`src/rtl/ifg.sv`:
```
// Fetch PC generator: issues 8-byte-aligned imem reads and packs each 1-cycle-late fetch group into a dual-slot packet.
// Credit rule on ifb_full/ifb_afull keeps the fetch buffer from overflowing; redirect squashes the response due this cycle.
package ifg_pkg;
  typedef struct packed {
    logic        i0_valid;
    logic        i1_valid;
    logic [31:0] i0;
    logic [31:0] i1;
    logic [31:0] pc;
  } inst_pkt_t;
endpackage

module ifg
  import ifg_pkg::*;
#(
  parameter logic [31:0] RESET_PC = 32'h0000_0000
) (
  input  logic        clk,
  input  logic        rst,
  input  logic        redirect_valid,
  input  logic [31:0] redirect_pc,
  input  logic        ifb_full,
  input  logic        ifb_afull,
  output logic        imem_req,
  output logic [31:0] imem_addr,
  input  logic [63:0] imem_rdata,
  output inst_pkt_t   out_inst_p
);

  logic [31:2] r_pc;
  logic [31:2] r_resp_pc;
  logic        r_inflight;
  logic        issue;
  logic        unused_lsbs;

  assign unused_lsbs = ^redirect_pc[1:0];

  // An in-flight response plus an almost-full buffer would fill it, so hold off.
  assign issue = !rst && !redirect_valid && !ifb_full && !(ifb_afull && r_inflight);

  assign imem_req  = issue;
  assign imem_addr = {r_pc[31:3], 3'b000};

  always_ff @(posedge clk or posedge rst) begin
    if (rst) begin
      r_pc       <= RESET_PC[31:2];
      r_resp_pc  <= RESET_PC[31:2];
      r_inflight <= 1'b0;
    end else if (redirect_valid) begin
      r_pc       <= redirect_pc[31:2];
      r_inflight <= 1'b0;
    end else if (issue) begin
      r_inflight <= 1'b1;
      r_resp_pc  <= r_pc;
      r_pc       <= {r_pc[31:3] + 29'd1, 1'b0};
    end else begin
      r_inflight <= 1'b0;
    end
  end

  always_comb begin
    out_inst_p          = '0;
    out_inst_p.i1_valid = r_inflight && !redirect_valid;
    // Entry at an odd word leaves slot 0 empty.
    out_inst_p.i0_valid = out_inst_p.i1_valid && !r_resp_pc[2];
    out_inst_p.i0       = imem_rdata[31:0];
    out_inst_p.i1       = imem_rdata[63:32];
    out_inst_p.pc       = {r_resp_pc[31:3], 3'b000};
  end

endmodule

```
`config.mk`:
```
export PLATFORM = sky130hd
export DESIGN_NAME = ifg
export DESIGN_NICKNAME = d
export VERILOG_FILES = /design/src/rtl/ifg.sv
export SDC_FILE = /design/constraint.sdc
export NUM_CORES = 1
export LEC_CHECK = 0
export CORE_AREA = 2 2 89 91
export CTS_BUF_LIST = sky130_fd_sc_hd__clkbuf_8
export DETAILED_ROUTE_END_ITERATION = 16
export DIE_AREA = 0 0 91 93
export DONT_BUFFER_PORTS = 1
export PLACE_DENSITY = 0.73
export SLEW_MARGIN = 20
export SYNTH_ARGS = -nofsm -noshare
export SYNTH_HDL_FRONTEND = slang
export SYNTH_SLANG_ARGS = --single-unit
export TNS_END_PERCENT = 5
```
`constraint.sdc`:
```
create_clock -name clk -period 3.9 [get_ports clk]
set_input_delay 0.195 -clock clk [delete_from_list [all_inputs] [get_ports clk]]
set_output_delay 0.195 -clock clk [all_outputs]
set_load 0.01 [all_outputs]
```
# --- After elaboration in Yosys (flattened, before gate mapping) ---
# Index checks and enable logic that the tools add are counted.
op_classes:
  addsub: 1
  n_mul: 0
  n_div: 0
  order_cmp: 0
  eq_ne: 0
  n_shift: 0
  muxes: 4
  bitwise_logic: 1
  n_reduce_logical: 13
ops:
  columns: ["op", "count"]
  rows:
  - ["$mux 30", 2]
  - ["$add 29x1->29 const B", 1]
  - ["$logic_and 1x1->1", 6]
  - ["$logic_not 1->1", 5]
  - ["$mux 1", 2]
  - ["$reduce_and 2->1", 1]
  - ["$reduce_bool 2->1", 1]
  - ["$not 1->1", 1]
word_totals:
  register_bits: 61
  latchBits: 0
  ram_bits: 0
  romBits: 0
  wordCells: 22
  n_memories: 0

# --- Depth between registers and ports, before layout ---
logic_depth:
  word_depth: 6
  ltp_mapped: 7
  ltp_nobuf: 5

# --- Worst setup path after synthesis ---
# No wires, ideal clock.
synth_timing:
  path_kind: "reg-to-reg"
  from: "register r_inflight"
  to: "register r_pc[18] (netlist bit)"
  setup_time_ns: 0.124
  t_arrival_ns: 1.566
  required_time_ns: 3.776
  path_slack_ns: 2.210
  path_stages_with_launch: 7
  period_less_slack_ns: 1.690
  cell_sequence: "dfrtp_1 > a2111o_1 > buf_6 > clkinv_8 > nand3_4 > o311a_1 > a211o_1"
synth_via:
  elab_chain_cells: 4
synth_rtl:
  columns: ["element", "line", "rtl"]
  rows:
  - ["start, declared", "32", "logic r_inflight;"]
  - ["start signal, assigned", "48", "r_inflight <= 1'b0;"]
  - ["start signal, assigned", "51", "r_inflight <= 1'b0;"]
  - ["start signal, assigned", "53", "r_inflight <= 1'b1;"]
  - ["$logic_and 1x1->1", "39", "assign issue = !rst && !redirect_valid && !ifb_full && !(ifb_afull && r_inflight);"]
  - ["$logic_not 1->1", "39", null]
  - ["$logic_and 1x1->1", "39", null]
  - ["$reduce_bool 2->1 (no line)", null, null]
  - ["end signal, assigned", "46", "r_pc <= RESET_PC[31:2];"]
  - ["end signal, assigned", "50", "r_pc <= redirect_pc[31:2];"]
  - ["end signal, assigned", "55", "r_pc <= {r_pc[31:3] + 29'd1, 1'b0};"]
  - ["end, declared", "30", "logic [31:2] r_pc;"]
# Every way passes these cells.
# A chain may end at the register's enable or synchronous reset.

# --- Worst setup path in the final report ---
layout_timing:
  from: "register r_pc[3] (netlist bit)"
  to: "register r_pc[29] (netlist bit)"
layout_via:
  elab_chain_cells: 3
layout_rtl:
  columns: ["element", "line", "rtl"]
  rows:
  - ["$add 29x1->29", "55", null]
  - ["$mux 30", "52", "end else if (issue) begin"]
  - ["$mux 30", "49", "end else if (redirect_valid) begin"]
# Every way passes these cells. The select of a mux whose other input is x is not followed.

==> summary.md <==
| Metric | Value |
|---|---|
| Area contributors post-synth | `dfrtp_1 39%, buf_4 24%, nand2_1 9.8%` |
| Crit end category | `flop` |
| Cells after synthesis | `about 460` |
| Cell taking the most area after synthesis | `dfrtp_1` |
| Req. time, crit path | `a little over 4000 ps` |
| WL/cell | `~22 um` |
| Clock sink count | `slightly above 60` |
| Post-CTS Hold Fix Bufs | `24` |
| Clock Tree Root | `clkbuf_8` |
| Critical path type | `flop to flop` |
| Status | `completed` |
| Clk_skew | `~9.6 ps` |
| Clk slew on worst S/H paths | `~70 ps` |
| Peak supply drop | `between 0.15 and 0.2 mV` |
| Post-layout util | `between 40% and 50%` |
| Worst R2R Start | `r_pc[3]` |
| Core footprint | `0.00753 sq mm` |
| Largest fanout on the critical path | `7` |
| Final hold violations | `0` |
| Sequential share of the synthesized area | `about two fifths` |
| Post-Synthesis Mean Instance Area | `8.68 sq um` |
| Clk Latency, worst-skew pair | `around 350 ps` |
| Std-Cell Rows | `32` |
| Fin crit period | `between 2000 and 2500 ps` |
| Max-slew headroom | `between 30% and 40%` |
| Routed wire length | `about 10 mm` |
| CTS max path bufs | `2` |
| Layout fillers | `between 700 and 800` |
| Antenna Cells | `0` |
| CTS Buf Count | `9` |
| Setup violators final | `0` |
| Starting density of the core | `approximately 52%` |
| Seq cells post-synth | `slightly above 60` |
| Final WS setup | `around 1700 ps` |
| Ports | `approximately 230` |
| Vias in the first global route | `2623` |
| Power Dens Cells | `457 mW/mm^2` |
| Critical path launch point | `r_pc[3]` |
| Worst slack, placed | `approximately 1700 ps` |
| P_leak | `around 1.6 nW` |
| Final setup TNS | `0 ps` |
| Initial antenna violation count | `0` |
| Dpl hpwl | `7.28 mm` |
| # resized after CTS | `0` |
| Synthesized area | `between 0.003 and 0.004 sq mm` |
| Max frequency | `about 450 MHz` |
| Final Max Slew Viols | `0` |
| Most common library cells after synthesis | `128 x buf_4, 103 x nand2_1, 61 x dfrtp_1` |
| Gr usage total | `between 20 and 25%` |
| Via count | `between 2000 and 3000` |
| RSZ-0062 raised after global routing | `no` |
| DRT antenna net count | `0` |
| Layout Nets | `~450` |
| Top FF cell, synth | `dfrtp_1` |
| Critical R2R Capture | `r_pc[29]` |
| Vias/cell | `~6.1` |
| Top-area cell type share of the netlist area | `around two fifths` |
| Die Span Y | `93 um` |
| Worst Path Arrival | `approximately 2400 ps` |
| Initial DRT Pass Iterations | `5` |
| Hold WS | `around 13 ps` |
| Total gr overflow | `0` |
| Yosys warns | `0` |
| Maxcap violations | `0` |
| DRC | `0` |
| Starting DRT DRC Count | `around 320` |
| Post-CTS setup buffers | `0` |
| Layout cells sized above 1 | `7.84%` |
| Die area | `approximately 0.0085 sq mm` |
| Worst slew pin tran | `between 900 and 1000 ps` |
| Tcrit/Tclk final | `approximately 56%` |
| Final GP Congestion | `about 0.85` |
| Count leader, synth | `buf_4` |
| Pwr Total | `1.60 mW` |
| Largest net degree at the start of global routing | `just over 60` |
| Reg2Reg Depth | `5` |
| CTS H-tree lvls | `3` |
| Hold Path Class | `primary input to flop` |
| First-pass GRT wire length | `15.7 mm` |
| Synth-to-layout area growth | `-11.3%` |
| Worst R2R Setup Slack | `between 1500 and 2000 ps` |
| EDFF count, synth | `0` |
| Chip width | `approximately 91 um` |
| # port buffers | `0` |
| Post-synth ARST share | `100%` |
| Capture point of the worst path | `r_pc[29]` |
| CTS tree | `done` |
| Synth cell types | `48` |
| Setup crit start kind | `flop` |
==> worst max-delay path, stage by stage, from the launching register on <==
cell,delay [ps]
dfrtp_1,520
ha_1,260
nand3_1,250
nor4_2,700
a311o_1,260
o211ai_1,80
==> cell usage in the layout, fill, tap and decap left out, drive strengths merged, types with 3 or more instances in the layout <==
cell	n
nand2	103
dfrtp	61
dlygate4sd3	24
o21ai	20
nand3	19
o311ai	13
clkbuf	10
inv	9
nor2	8
a221o	8
nand4	8
nor4	7
conb	6
clkinv	6
a22oi	5
and4	5
o211ai	5
and3	4
nor3	4
nor2b	3
a31o	3
a21o	3
==> cell families (layout without fill, tap and decap cells) <==
logic type               count (synthesis)  in the layout  share of synthesized area [%]
flip-flops                              61             61                           38.6
other                                    1              6                         0.0949
AND/OR/NAND/NOR                        168            168                           20.1
buffers and inverters                  155             52                           27.6
AO/OA/AOI/OAI                           68             68                           13.0
XOR/XNOR                                 1              1                          0.222
adder cells (fa/ha/maj)                  1              1                          0.317
==> routing by layer <==
layer | global-route usage [%] | vias up | routed length (um)
met5 | 0 | - | 0
met4 | 8.33 | 0 | 218
met3 | 15.8 | 38 | 1750
met2 | 36.7 | 217 | 4770
met1 | 27.6 | 1321 | 3560
li1 | - | 1235 | -
==> sequential cells by signal (all words and copies together) (netlist names) <==
name and flops:
r_pc 30, r_resp_pc 30, r_inflight 1
==> worst min-delay path by stage <==
stage / startpoint / endpoint / cells after the start
after floorplan: redirect_pc[22] / r_pc[22] / 2
after global routing: redirect_valid / r_pc[27] / 2
after global placement: rst / r_pc[3] / 1
after CTS: redirect_valid / r_pc[16] / 1
after detailed placement: rst / r_pc[4] / 1
final: redirect_valid / r_pc[27] / 2
==> stage by stage <==
stage	area, sq um	instances
floorplan	3970	460
CTS	3500	459
finish	3500	459
detailed placement	3070	419
global placement	3070	419
global route	3500	459
==> where the power goes <==
group | switching, mW | total (mW) | internal (mW)
Combinational | 0.103 | 0.180 | 0.0776
Clock | 0.249 | 0.554 | 0.305
Sequential | 0.146 | 0.868 | 0.722
Total | 0.498 | 1.60 | 1.10
==> cell type report <==
type	count	area, sq um	area share, %
multi-input cells	244	1350	38.6
well taps	102	128	3.64
inverters	10	50.0	1.43
clock inverters	6	53.8	1.54
flip-flops and latches	61	1530	43.6
clock buffers	10	138	3.93
repair buffers	26	255	7.28
Power figures use the tool's default switching activity.
